### config.mk
export PLATFORM = sky130hd
export DESIGN_NAME = mult_rr_scheduler
export DESIGN_NICKNAME = d
export VERILOG_FILES = /design/src/rtl/mult_rr_scheduler.sv
export SDC_FILE = /design/constraint.sdc
export NUM_CORES = 1
export LEC_CHECK = 0
export ABC_AREA = 1
export CAP_MARGIN = 10
export CORE_ASPECT_RATIO = 1.75
export CORE_MARGIN = 2
export CORE_UTILIZATION = 45
export CTS_CLUSTER_SIZE = 30
export DETAILED_ROUTE_END_ITERATION = 6
export PLACE_DENSITY = 0.91
export SYNTH_ARGS = -nofsm -noshare
export SYNTH_HDL_FRONTEND = slang
export SYNTH_SLANG_ARGS = --single-unit
### constraint.sdc
create_clock -name clk -period 1.65 [get_ports clk]
set_clock_uncertainty 0.05 [all_clocks]
set_input_delay 0.165 -clock clk [delete_from_list [all_inputs] [get_ports clk]]
set_output_delay 0.165 -clock clk [all_outputs]
set_load 0.02 [all_outputs]
### src/rtl/mult_rr_scheduler.sv
// Round-robin scheduler sharing one external BITxBIT multiplier between two requesters.
// Operands are latched into registers that drive the multiplier; the product returns via valid/ready.
module mult_rr_scheduler #(
  parameter int BIT   = 4,
  parameter int CNT_W = 16
) (
  input  logic             clk,
  input  logic             rst_n,
  input  logic [1:0]       req_valid,
  output logic [1:0]       req_ready,
  input  logic [BIT-1:0]   req_a0,
  input  logic [BIT-1:0]   req_b0,
  input  logic [BIT-1:0]   req_a1,
  input  logic [BIT-1:0]   req_b1,
  output logic [BIT-1:0]   mul_a,
  output logic [BIT-1:0]   mul_b,
  input  logic [2*BIT-1:0] mul_p,
  output logic             resp_valid,
  input  logic             resp_ready,
  output logic             resp_id,
  output logic [2*BIT-1:0] resp_result,
  output logic             resp_oflow,
  output logic             busy,
  output logic [CNT_W-1:0] op_count
);

  typedef enum logic [1:0] {IDLE, CALC, RESP} state_t;

  state_t state;
  logic   rr_last;
  logic   cur_id;
  logic   any_valid;
  logic   grant;

  // A lone requester always wins; on a tie the one not served last wins.
  always_comb begin
    any_valid = |req_valid;
    grant     = (req_valid == 2'b11) ? ~rr_last : req_valid[1];
    req_ready = '0;
    if (state == IDLE && any_valid) req_ready = {grant, ~grant};
  end

  assign busy = (state != IDLE);

  always_ff @(posedge clk or negedge rst_n) begin
    if (!rst_n) begin
      state       <= IDLE;
      rr_last     <= 1'b1;
      cur_id      <= 1'b0;
      mul_a       <= '0;
      mul_b       <= '0;
      resp_valid  <= 1'b0;
      resp_id     <= 1'b0;
      resp_result <= '0;
      resp_oflow  <= 1'b0;
      op_count    <= '0;
    end else begin
      case (state)
        IDLE: begin
          if (any_valid) begin
            mul_a   <= grant ? req_a1 : req_a0;
            mul_b   <= grant ? req_b1 : req_b0;
            cur_id  <= grant;
            rr_last <= grant;
            state   <= CALC;
          end
        end
        CALC: begin
          resp_result <= mul_p;
          resp_oflow  <= |mul_p[2*BIT-1:BIT];
          resp_id     <= cur_id;
          resp_valid  <= 1'b1;
          state       <= RESP;
        end
        RESP: begin
          if (resp_ready) begin
            resp_valid <= 1'b0;
            if (op_count != '1) op_count <= op_count + CNT_W'(1);
            state <= IDLE;
          end
        end
        default: state <= IDLE;
      endcase
    end
  end

endmodule

**Yosys cells after proc, flatten, opt, wreduce, memory -nomap -nowiden**

Cells that the tools add are included.

- Output and inout port bits: 38
- Register bits after elaboration: 39

- Add/sub/neg operators: 1
- Reduce and logical (&&, ||, !) cells: 10
- Muxes and demuxes: 9
- Eq/ne operators: 6
- Bitwise operators: 2

Operators by type and width:

| operator | number |
|---|---|
| adder 16 x 1 -> 16 bit, second input constant | 1 |
| != test 16 bit, second input constant | 1 |
| two-way mux 4 bit | 2 |
| two-way mux 2 bit | 3 |
| case mux 2 bit (3 select lines) | 1 |
| AND reduction 2 bit | 3 |
| equality test 2 bit, second input constant | 2 |
| != test 2 bit, second input constant | 2 |
| nonzero test 2 bit | 2 |
| OR reduction 4 bit | 1 |
| AND reduction 3 bit | 1 |
| equality test 2 x 1 -> 1 bit, second input constant | 1 |
| logical NOT 2 bit | 1 |
| two-way mux 1 bit | 2 |
| NOT 1 bit | 2 |
| case mux 1 bit (2 select lines) | 1 |
| OR reduction 2 bit | 1 |
| logical AND 1 bit | 1 |

**Longest topological paths before layout**

- Depth after elaboration: 4
- Gate-level depth with buffers: 9
- Gate-level depth less buffers: 8

**Least setup slack after synthesis**

OpenSTA, ideal clock, no wires.

- Kind: flip-flop to flip-flop
- From: register op_count[1]
- To: register op_count[13]
- Required time: 1483 ps
- Stages on the path, launching flop included: 8
- Arrival: 1413 ps
- Setup time: 117 ps
- Path slack: 70 ps
- Buffers on the path: 1
- Clock period less this slack: 1580 ps
- Path through: dfrtp_1 ha_1 nand3_2 nor2_4 a21oi_1 buf_2 nand2_1 nand2_1

- Word-level cells in the longest chain between the ends: 2

RTL lines:

| item | RTL line | RTL |
|---|---|---|
| start: declaration | 24 | `output logic [CNT_W-1:0] op_count` |
| start signal: assignment | 78 | `if (op_count != '1) op_count <= op_count + CNT_W'(1);` |
| branches (longest 2 deep; another with adder 16 x 1 -> 16 bit) | - |  |

Several ways; the timed one is not identified.
A chain may end at the register's enable or synchronous reset.

**Worst setup path in the final report**

- From: register op_count[10]
- To: output port op_count[10]

No word-level cell between the ends.

==> summary.txt <==
Status -> finished, final reports clean
R2R Setup Slk -> 0.11 ns
Most frequent cells in the layout -> 123 x nand2_1, 55 x clkdlybuf4s50_1, 38 x dfrtp_1
Minimum period implied by the final worst setup slack -> 1.61 ns
Switching part of the total -> 39.6%
Worst hold path class -> primary input to asynchronous set/reset pin
Final setup vio count -> 0
Yosys top cell by area -> dfrtp_1
Average wire per standard cell -> 12.7 µm
CP delay by family, top -> buffers and inverters
Netlist cell types -> 23
Power share of the clock group -> 15.5%
Worst path max stage delay -> 0.59 ns
Antenna Nets Post-Route -> 0
Area growth syn-to-layout -> 53.7%
DRC viols -> 0
Critical Path AT -> 1.39 ns
All-Layer GR Usage -> 23.6%
Share of layout cells above drive strength 1 -> 15.5%
Gp weighted congestion -> 0.832
Rel. slew slack -> 76.1%
Element type at the critical path start -> flop
DIE AREA -> 4860 µm²
Synth top area share -> 49.1%
CTS H-tree lvls -> 2
Initial Util -> 46.6%
Die height -> 90.8 µm
Fmax -> 0.622 GHz
Vias in the first global route -> 2004
P_int -> 2440 µW
Initial detailed-routing violation count -> 59
Number of detailed-route iterations in the first pass -> 4
Final Hold Vio Count -> 0
Sequential Power Share -> 35.6%
Worst reg-to-reg path cell count -> 8
Final core utilization -> 71.7%
Critical Path Fanout Max -> 5
Row count -> 31
Post-synthesis sequential area ratio -> 50.5%
DIE WIDTH -> 53.6 µm
Core box area -> 4150 µm²
TritonCTS clock tree -> yes
DP Cell Count -> 395
Crit Reg-Reg Startpoint -> op_count[0]
Synthesized cell area -> 1940 µm²
Most common cell after layout, fill and taps aside -> nand2_1
Net Sw Power -> 1600 µW
DR vias/cell -> 4.92
Antenna fix cells -> 0
Crit-path cells -> buf_4 -> clkdlybuf4s50_1
Clock sinks -> 39
Initial antenna violation count -> 0
Syn Nets -> 284
Clock latency on the worst-skew pair -> 0.29 ns
Synth Instances -> 254
Comb pwr share -> 48.9%
Leak Pwr -> 0.00155 µW
Clk buf depth -> 2
First-pass GRT wire length -> 8570 µm
GRT Residual Overflow -> 0
Total Neg Setup Slack -> 0 ns
CTS buffer count -> 5
Clock slew at reported path FFs -> 0.08 ns
Critical path endpoint category -> output pin
Required time of the critical path -> 1.43 ns
DP HPWL -> 3900 µm
Slew @ Worst Pin -> 0.359 ns
Root buffer cell -> clkbuf_8
Final net count -> 384
Ys Warns -> 0
Reg2reg end -> op_count[6]
Final WL -> 5130 µm
Power density over the cells -> 1360 nW/µm²
Max Slew Vio Count -> 0
Crit Path Category -> flop to output pin
Worst VDD drop -> 0.00105 V
Port buffer count -> 66
Largest net degree at the start of global routing -> 40
Avg Cell Area, Syn -> 7.62 µm²
Final cell count without fillers -> 404
IO Count -> 67
DR vias -> 1989
Part of the cycle the worst path needs -> 97.4%
Synth area leaders -> dfrtp_1 49%, nand2_1 24%, nand3_1 4.4%
#FFs+latches synth -> 39
Slowest cell on the critical path -> clkdlybuf4s50_1
Max-cap violations -> 0
Worst path bufs/invs -> 2
-- tightest hold or removal path: cells and delay by family --
family,cells,cell delay [ns]
buffers and inverters,3,0.86
-- synthesized netlist by cell type (all sizes together) --
library cell,number
nand4,7
ha,1
nor2,20
nor3,1
a31oi,1
nand3,18
nand2,125
a21oi,1
o21ai,8
xnor2,6
buf,3
clkbuf,1
dfstp,1
inv,21
dfrtp,38
nand3b,2
-- metrics by stage --
stage | setup WS [ns] | hold slack [ns] | cell area, µm² | total power, µW
floorplan | 0.0699 | -0.181 | 1940 | 2450
global placement | -0.133 | 0.0960 | 2870 | 3380
detailed placement | -0.186 | 0.103 | 2870 | 3460
CTS | 0.00520 | 0.328 | 2960 | 4090
global route | -0.0182 | 0.346 | 2980 | 4310
finish | 0.0430 | 0.323 | 2980 | 4040
-- cell families (layout without fill, tap and decap cells) --
group | Yosys count | count (layout) | synth area share [%]
and+or+nand+nor | 173 | 173 | 38.1
DFF | 39 | 39 | 50.5
buffers and inverters | 25 | 126 | 5.37
AOI/OAI and AO/OA | 10 | 10 | 2.65
xor gates and xnor gates | 6 | 6 | 2.71
adders and majority gates | 1 | 1 | 0.646
-- how the worst max path moves through the flow --
stage / cells past startpoint / from / slack, ns / to
2_1_floorplan: 7 / op_count[1] / 0.07 / op_count[13]
3_3_place_gp: 6 / req_valid[0] / -0.13 / req_ready[0]
3_5_place_dp: 6 / op_count[0] / -0.19 / op_count[11]
4_1_cts: 5 / rr_last / 0.005 / req_ready[0]
5_1_grt: 9 / op_count[0] / -0.02 / op_count[14]
6_report: 2 / op_count[10] / 0.04 / op_count[10]
-- flip-flops by register name, indices dropped and copies added, names as in the netlist --
| register | count |
|---|---|
| cur_id | 1 |
| mul_a | 4 |
| mul_b | 4 |
| op_count | 16 |
| resp_id | 1 |
| resp_oflow | 1 |
| resp_result | 8 |
| resp_valid | 1 |
| rr_last | 1 |
| state | 2 |
-- power by group through the flow --
| stage | Combinational, µW | Sequential (µW) | Clock [µW] |
|---|---|---|---|
| floorplan | 667 | 1790 | 0 |
| global placement | 1940 | 1440 | 0 |
| detailed placement | 2010 | 1450 | 0 |
| CTS | 2000 | 1440 | 648 |
| global route | 2160 | 1480 | 673 |
| finish | 1980 | 1440 | 628 |
-- routing by layer --
| metal | wire, µm | up-vias | track usage [%] |
|---|---|---|---|
| met2 | 2910 | 59 | 43.2 |
| li1 | - | 990 | - |
| met1 | 1880 | 926 | 23.9 |
| met5 | 0 | - | 0 |
| met4 | 144 | 0 | 10.5 |
| met3 | 200 | 14 | 4.80 |
-- what timing repair did --
item                       4_1_cts  5_1_grt
setup buffers                    0        0
resized for setup                9       10
hold buffers                     1        0
setup endpoints to repair       15       10
hold endpoints to repair        38        0
-- area by class of cell --
type                            instances  area (µm²)
Fill cell                             310        1170
Sequential cell                        39         977
Timing Repair Buffer                   97         906
Multi-Input combinational cell        190         868
Inverter                               21        78.8
Clock buffer                            5        68.8
Tap cell                               49        61.3
Clock inverter                          3        15.0
Note: power is estimated with default switching activity, not from simulation.
